$ cat src/rtl/esfa_program_sequencer.sv
// Runs a self-checking ESFA test program from instruction ROM and reports
// the outcome as two UART bytes: 'P' + instruction count, or 'F' + failing address.
module esfa_program_sequencer #(
  parameter int                ADDR_W    = 8,
  parameter logic [ADDR_W-1:0] LAST_ADDR = 8'd255,
  parameter int                ROM_LAT   = 2,
  parameter int                RES_LAT   = 1
) (
  input  logic              clk,
  input  logic              rst,
  input  logic              start,
  output logic [ADDR_W-1:0] rom_addr,
  input  logic [55:0]       rom_data,
  output logic              esfa_write,
  output logic [7:0]        esfa_index,
  output logic [7:0]        esfa_value,
  output logic [7:0]        esfa_selector,
  input  logic              esfa_result_bool,
  input  logic [7:0]        esfa_result_value,
  output logic [7:0]        tx_byte,
  output logic              tx_start,
  input  logic              tx_busy,
  output logic              busy,
  output logic              done,
  output logic              pass,
  output logic [ADDR_W-1:0] fail_addr
);

  localparam logic [3:0] ST_IDLE     = 4'd0;
  localparam logic [3:0] ST_FETCH    = 4'd1;
  localparam logic [3:0] ST_WAIT_ROM = 4'd2;
  localparam logic [3:0] ST_EXEC     = 4'd3;
  localparam logic [3:0] ST_WAIT_RES = 4'd4;
  localparam logic [3:0] ST_CHECK    = 4'd5;
  localparam logic [3:0] ST_NEXT     = 4'd6;
  localparam logic [3:0] ST_REPORT   = 4'd7;
  localparam logic [3:0] ST_TX_HI    = 4'd8;
  localparam logic [3:0] ST_TX_LO    = 4'd9;
  localparam logic [3:0] ST_DONE     = 4'd10;

  localparam logic [7:0]        ROM_WAIT = 8'(ROM_LAT - 1);
  localparam logic [7:0]        RES_WAIT = 8'(RES_LAT - 1);
  localparam logic [ADDR_W-1:0] ADDR_ONE = {{(ADDR_W-1){1'b0}}, 1'b1};
  localparam logic [7:0]        CODE_PASS = 8'h50;
  localparam logic [7:0]        CODE_FAIL = 8'h46;

  logic [3:0] state_r;
  logic [7:0] cnt_r;
  logic [7:0] exp_value_r;
  logic       exp_bool_r;
  logic       mismatch_r;
  logic       byte_sel_r;
  logic [7:0] instr_cnt_r;
  logic       rom_unused_s;

  // Instruction bits outside the decoded fields carry no meaning here.
  assign rom_unused_s = ^{rom_data[7:1], rom_data[39:33], rom_data[55:49]};

  // Sequencer FSM with all outputs registered.
  always_ff @(posedge clk) begin
    if (rst) begin
      state_r       <= ST_IDLE;
      cnt_r         <= 8'd0;
      exp_value_r   <= 8'd0;
      exp_bool_r    <= 1'b0;
      mismatch_r    <= 1'b0;
      byte_sel_r    <= 1'b0;
      instr_cnt_r   <= 8'd0;
      rom_addr      <= '0;
      esfa_write    <= 1'b0;
      esfa_index    <= 8'd0;
      esfa_value    <= 8'd0;
      esfa_selector <= 8'd0;
      tx_byte       <= 8'd0;
      tx_start      <= 1'b0;
      busy          <= 1'b0;
      done          <= 1'b0;
      pass          <= 1'b0;
      fail_addr     <= '0;
    end else begin
      esfa_write <= 1'b0;
      tx_start   <= 1'b0;
      case (state_r)
        ST_IDLE, ST_DONE: begin
          if (start) begin
            rom_addr    <= '0;
            pass        <= 1'b0;
            done        <= 1'b0;
            fail_addr   <= '0;
            busy        <= 1'b1;
            mismatch_r  <= 1'b0;
            byte_sel_r  <= 1'b0;
            instr_cnt_r <= 8'd0;
            state_r     <= ST_FETCH;
          end
        end
        ST_FETCH: begin
          if (ROM_LAT == 0) begin
            state_r <= ST_EXEC;
          end else begin
            cnt_r   <= ROM_WAIT;
            state_r <= ST_WAIT_ROM;
          end
        end
        ST_WAIT_ROM: begin
          if (cnt_r == 8'd0) state_r <= ST_EXEC;
          else               cnt_r   <= cnt_r - 8'd1;
        end
        ST_EXEC: begin
          instr_cnt_r <= instr_cnt_r + 8'd1;
          exp_value_r <= rom_data[31:24];
          exp_bool_r  <= rom_data[32];
          // The assert bit takes priority; a set write bit is then ignored.
          if (rom_data[48]) begin
            esfa_selector <= rom_data[47:40];
            if (RES_LAT == 0) begin
              state_r <= ST_CHECK;
            end else begin
              cnt_r   <= RES_WAIT;
              state_r <= ST_WAIT_RES;
            end
          end else if (rom_data[0]) begin
            esfa_index <= rom_data[15:8];
            esfa_value <= rom_data[23:16];
            esfa_write <= 1'b1;
            state_r    <= ST_NEXT;
          end else begin
            state_r <= ST_NEXT;
          end
        end
        ST_WAIT_RES: begin
          if (cnt_r == 8'd0) state_r <= ST_CHECK;
          else               cnt_r   <= cnt_r - 8'd1;
        end
        ST_CHECK: begin
          if ((esfa_result_bool != exp_bool_r) || (esfa_result_value != exp_value_r)) begin
            fail_addr  <= rom_addr;
            mismatch_r <= 1'b1;
            byte_sel_r <= 1'b0;
            state_r    <= ST_REPORT;
          end else begin
            state_r <= ST_NEXT;
          end
        end
        ST_NEXT: begin
          // Stop at LAST_ADDR before incrementing so the address never wraps.
          if (rom_addr == LAST_ADDR) begin
            byte_sel_r <= 1'b0;
            state_r    <= ST_REPORT;
          end else begin
            rom_addr <= rom_addr + ADDR_ONE;
            state_r  <= ST_FETCH;
          end
        end
        ST_REPORT: begin
          if (!tx_busy) begin
            if (byte_sel_r) tx_byte <= mismatch_r ? 8'(fail_addr) : instr_cnt_r;
            else            tx_byte <= mismatch_r ? CODE_FAIL : CODE_PASS;
            tx_start <= 1'b1;
            state_r  <= ST_TX_HI;
          end
        end
        ST_TX_HI: begin
          if (tx_busy) state_r <= ST_TX_LO;
        end
        ST_TX_LO: begin
          if (!tx_busy) begin
            if (byte_sel_r) begin
              busy    <= 1'b0;
              done    <= 1'b1;
              pass    <= ~mismatch_r;
              state_r <= ST_DONE;
            end else begin
              byte_sel_r <= 1'b1;
              state_r    <= ST_REPORT;
            end
          end
        end
        default: state_r <= ST_IDLE;
      endcase
    end
  end

endmodule

$ cat config.mk
export PLATFORM = sky130hd
export DESIGN_NAME = esfa_program_sequencer
export DESIGN_NICKNAME = d
export VERILOG_FILES = /design/src/rtl/esfa_program_sequencer.sv
export SDC_FILE = /design/constraint.sdc
export NUM_CORES = 1
export LEC_CHECK = 0
export CAP_MARGIN = 5
export CELL_PAD_IN_SITES_DETAIL_PLACEMENT = 2
export CELL_PAD_IN_SITES_GLOBAL_PLACEMENT = 2
export CORE_MARGIN = 2
export CORE_UTILIZATION = 27
export CTS_BUF_LIST = sky130_fd_sc_hd__clkbuf_4
export CTS_CLUSTER_DIAMETER = 200
export DETAILED_ROUTE_END_ITERATION = 10
export GPL_TIMING_DRIVEN = 0
export HOLD_SLACK_MARGIN = 0.12
export PLACE_DENSITY_LB_ADDON = 0.12
export SLEW_MARGIN = 20
export SYNTH_ARGS = -nofsm -noshare
export SYNTH_HDL_FRONTEND = slang
export SYNTH_SLANG_ARGS = --single-unit
$ cat constraint.sdc
create_clock -name clk -period 2.2 [get_ports clk]
set_clock_uncertainty 0.15 [all_clocks]
set_input_delay 0.44 -clock clk [delete_from_list [all_inputs] [get_ports clk]]
set_output_delay 0.44 -clock clk [all_outputs]
set_load 0.02 [all_outputs]
==> impl_metrics.toml <==
[outcome]
status = "finished clean"

[cells_and_area]
fillers = 1648
finalInstanceArea_sq_um = 5537
diodes = 0
syn_to_final_growth_pct = 37.29
final_cell_mix = "94 x nand2_1, 88 x clkdlybuf4s50_1, 79 x dfxtp_1"
regArea_sq_um = 1688
multi_input_area_sq_um = 2200
fin_cells = 806
drive_gt1_frac = 0.1222
layout_commonest_cell = "nand2_1"
nets = 690

[place]
dp.cells = 787
dp_hpwl_mm = 11.30
port_buffers = 100
place_congestion = 0.8226
placed_area_sq_um = 5264

[clock_network]
clock_sinks = 84
cts-buffers-inserted = 9
cts_root_buf = "clkbuf_4"
clk_pin_slew_ns = 0.14
clk-insertion-delay-late_ns = 0.46
holdBufCountCts = 0
tritoncts = "done"
cts_buffer_depth = 2
htreeDepth = 3

[sta]
setup_viol = 0
period_needed_ns = 2.126
finalCritPeriodShare = 0.9666
tns_ns = 0
fmaxAchievable_ghz = 0.4703
slew_viol_final = 0
max-slew-margin-rel = 0.5533
final-hold-violation-count = 0
tightestPinTransition_ns = 0.6701

[grt]
grt_overflow = 0
grt_antenna_before_repair = 0
grt_pass1_wl_mm = 23.93
grt_pass1_vias = 4402
grt_max_degree = 15
grt_use_total = 0.1914

[pwr]
total_power_mw = 4.726
p_leak_nw = 1.980
swShare = 0.3766
switching_power_mw = 1.780
clockPowerShare = 0.248
p_comb_frac = 0.371
internal_power_mw = 2.947
pwr-share-seq = 0.382
powerDensity_nw_per_um2 = 853.7
ir_drop_mv = 0.3019

[critical_path]
critical_path.top_delay_family = "buffers and inverters"
start_kind = "flip-flop"
reg2reg_depth = 6
crit_chain = "clkdlybuf4s50_1"
crit_buf_inv = 1
slowest_delay_ns = 0.63
cp.required_ns = 1.61
r2r-start = "state_r[3]"
crit_type = "reg -> out"
cp_slowest_cell = "clkdlybuf4s50_1"
arrival_ns = 1.54
r2r-end = "state_r[3]"
r2r_slack_ns = 0.09
cp-end-kind = "output pin"
cp_max_fo = 6

[route]
vias = 4099
wirelength_mm = 15.16
dr.pass1.iters = 4
first_iter_violations = 149
routedWlPerCell_um = 18.81
ant_nets = 0
via_per_inst = 5.086
drc = 0

[hold_path]
min_to = "tx_byte[0]"
min_from = "tx_byte[0]"
hp-class = "reg -> reg"
hold_depth = 2

[synth]
synth_fa_ha_area_frac = 0.01241
syn-num-nets = 576
ys_ff_latch = 84
synthXorXnorAreaFrac = 0.04747
synthFlopType = "dfxtp_1"
synth_simple_gate_area_frac = 0.2867
synth-compound-area-share = 0.1589
syn-instance-count = 503
asyncSetResetFlopFracSynth = 0
synthTopCellsByArea = "dfxtp_1 42%, nand2_1 8.7%, a21oi_1 7.6%"
synthDistinctLibCells = 58
synth_warnings = 0
yosysSeqAreaShare = 0.4170
synth_top_area_share = 0.4170
syn_avg_cell_area_sq_um = 8.017
synth_top_family_by_area = "simple AND/OR/NAND/NOR gates"
synth_edf_count = 0
syn_area_sq_um = 4033
synth_largest_area_cell = "dfxtp_1"
synthMuxAreaShare = 0.02979

[floorplan]
pin_count = 122
initial_core_util = 0.2764
core_sq_um = 14590
die_w_um = 126.2
rows = 44
dieArea_sq_um = 15930
die_y_um = 126.2

[job]
drv_cap = 0
-- worst register-to-register path, delay by kind of cell, from the launching register on --
family	cells	cell delay, ns
and+or+nand+nor	3	0.75
DFF	1	0.39
AOI/OAI and AO/OA	2	0.57
buffers and inverters	1	0.19
-- layer usage --
metal / global-route usage / up-vias / wire, um
li1: - / 1979 / -
met1: 0.2348 / 2049 / 6734
met2: 0.3463 / 59 / 7849
met3: 0.03314 / 12 / 399
met4: 0.04848 / 0 / 173
met5: 0 / - / 0
-- cells in the mapped netlist, drive strengths merged, types with 3 or more instances --
master / n
nand2: 94
dfxtp: 84
a21oi: 62
nand3: 41
nor2: 40
clkbuf: 20
xor2: 15
a31oi: 13
buf: 13
or2: 10
nor3: 9
inv: 8
mux2: 8
nand4: 7
a211oi: 6
xnor2: 6
nand2b: 5
o21ai: 5
a311oi: 4
ha: 4
nor2b: 4
nor3b: 4
or3: 4
and2: 3
mux2i: 3
nor4: 3
o31ai: 3
-- how the worst max path moves through the flow --
stage | depth (start not counted) | end | slack (ns) | start
floorplan | 6 | state_r[0] | 0.32 | esfa_result_value[6]
global placement | 7 | state_r[0] | -0.72 | esfa_result_value[6]
detailed placement | 7 | state_r[0] | -0.78 | esfa_result_value[6]
CTS | 1 | fail_addr[4] | 0.004 | fail_addr[4]
global route | 1 | rom_addr[0] | -0.001 | rom_addr[0]
finish | 1 | rom_addr[0] | 0.07 | rom_addr[0]
-- through the flow --
| stage | utilization | hold WS (ns) | worst slack [ns] |
|---|---|---|---|
| final | 0.3795 | 0.3110 | 0.07358 |
| after global routing | 0.3795 | 0.3340 | -0.001274 |
| after CTS | 0.3759 | 0.3120 | 0.004149 |
| after floorplan | - | 0.2981 | 0.3231 |
| after global placement | 0.3608 | 0.2924 | -0.7227 |
| after detailed placement | 0.3608 | 0.2974 | -0.7753 |
-- power by group through the flow --
stage	combinational [mW]	clock (mW)	sequential, mW
2_1_floorplan	1.15	0	1.82
3_3_place_gp	1.65	0	1.82
3_5_place_dp	1.70	0	1.83
4_1_cts	1.74	1.21	1.80
5_1_grt	1.96	1.26	1.83
6_report	1.75	1.17	1.80
-- final cells by class --
type                            count  area share
Buffer                             32     0.03096
Clock buffer                        9     0.01220
Timing Repair Buffer              104      0.1869
Sequential cell                    84      0.3049
Clock inverter                      7     0.02079
Inverter                            8    0.005424
Tap cell                          184     0.04158
Multi-Input combinational cell    378      0.3973
-- cells by family (layout without fill, tap and decap cells) --
| group | count (synthesis) | after routing |
|---|---|---|
| flip-flops | 84 | 84 |
| XOR/XNOR | 21 | 21 |
| buffers and inverters | 41 | 160 |
| adder cells (fa/ha/maj) | 4 | 4 |
| multiplexers | 11 | 11 |
| AND/OR/NAND/NOR | 237 | 237 |
| AO/OA/AOI/OAI | 105 | 105 |
-- flip-flops by register name, summed over array words and instances (netlist names), 4 cells and up --
register,cells
cnt_r,8
esfa_index,8
esfa_selector,8
esfa_value,8
exp_value_r,8
fail_addr,8
instr_cnt_r,8
rom_addr,8
tx_byte,8
state_r,4
-- what timing repair did --
action	4_1_cts	5_1_grt
endpoints found under the setup margin	29	20
pin swaps	1	1
gates resized for setup	16	17
buffers inserted	2	2
No activity file was read; power rests on OpenSTA's default activity.
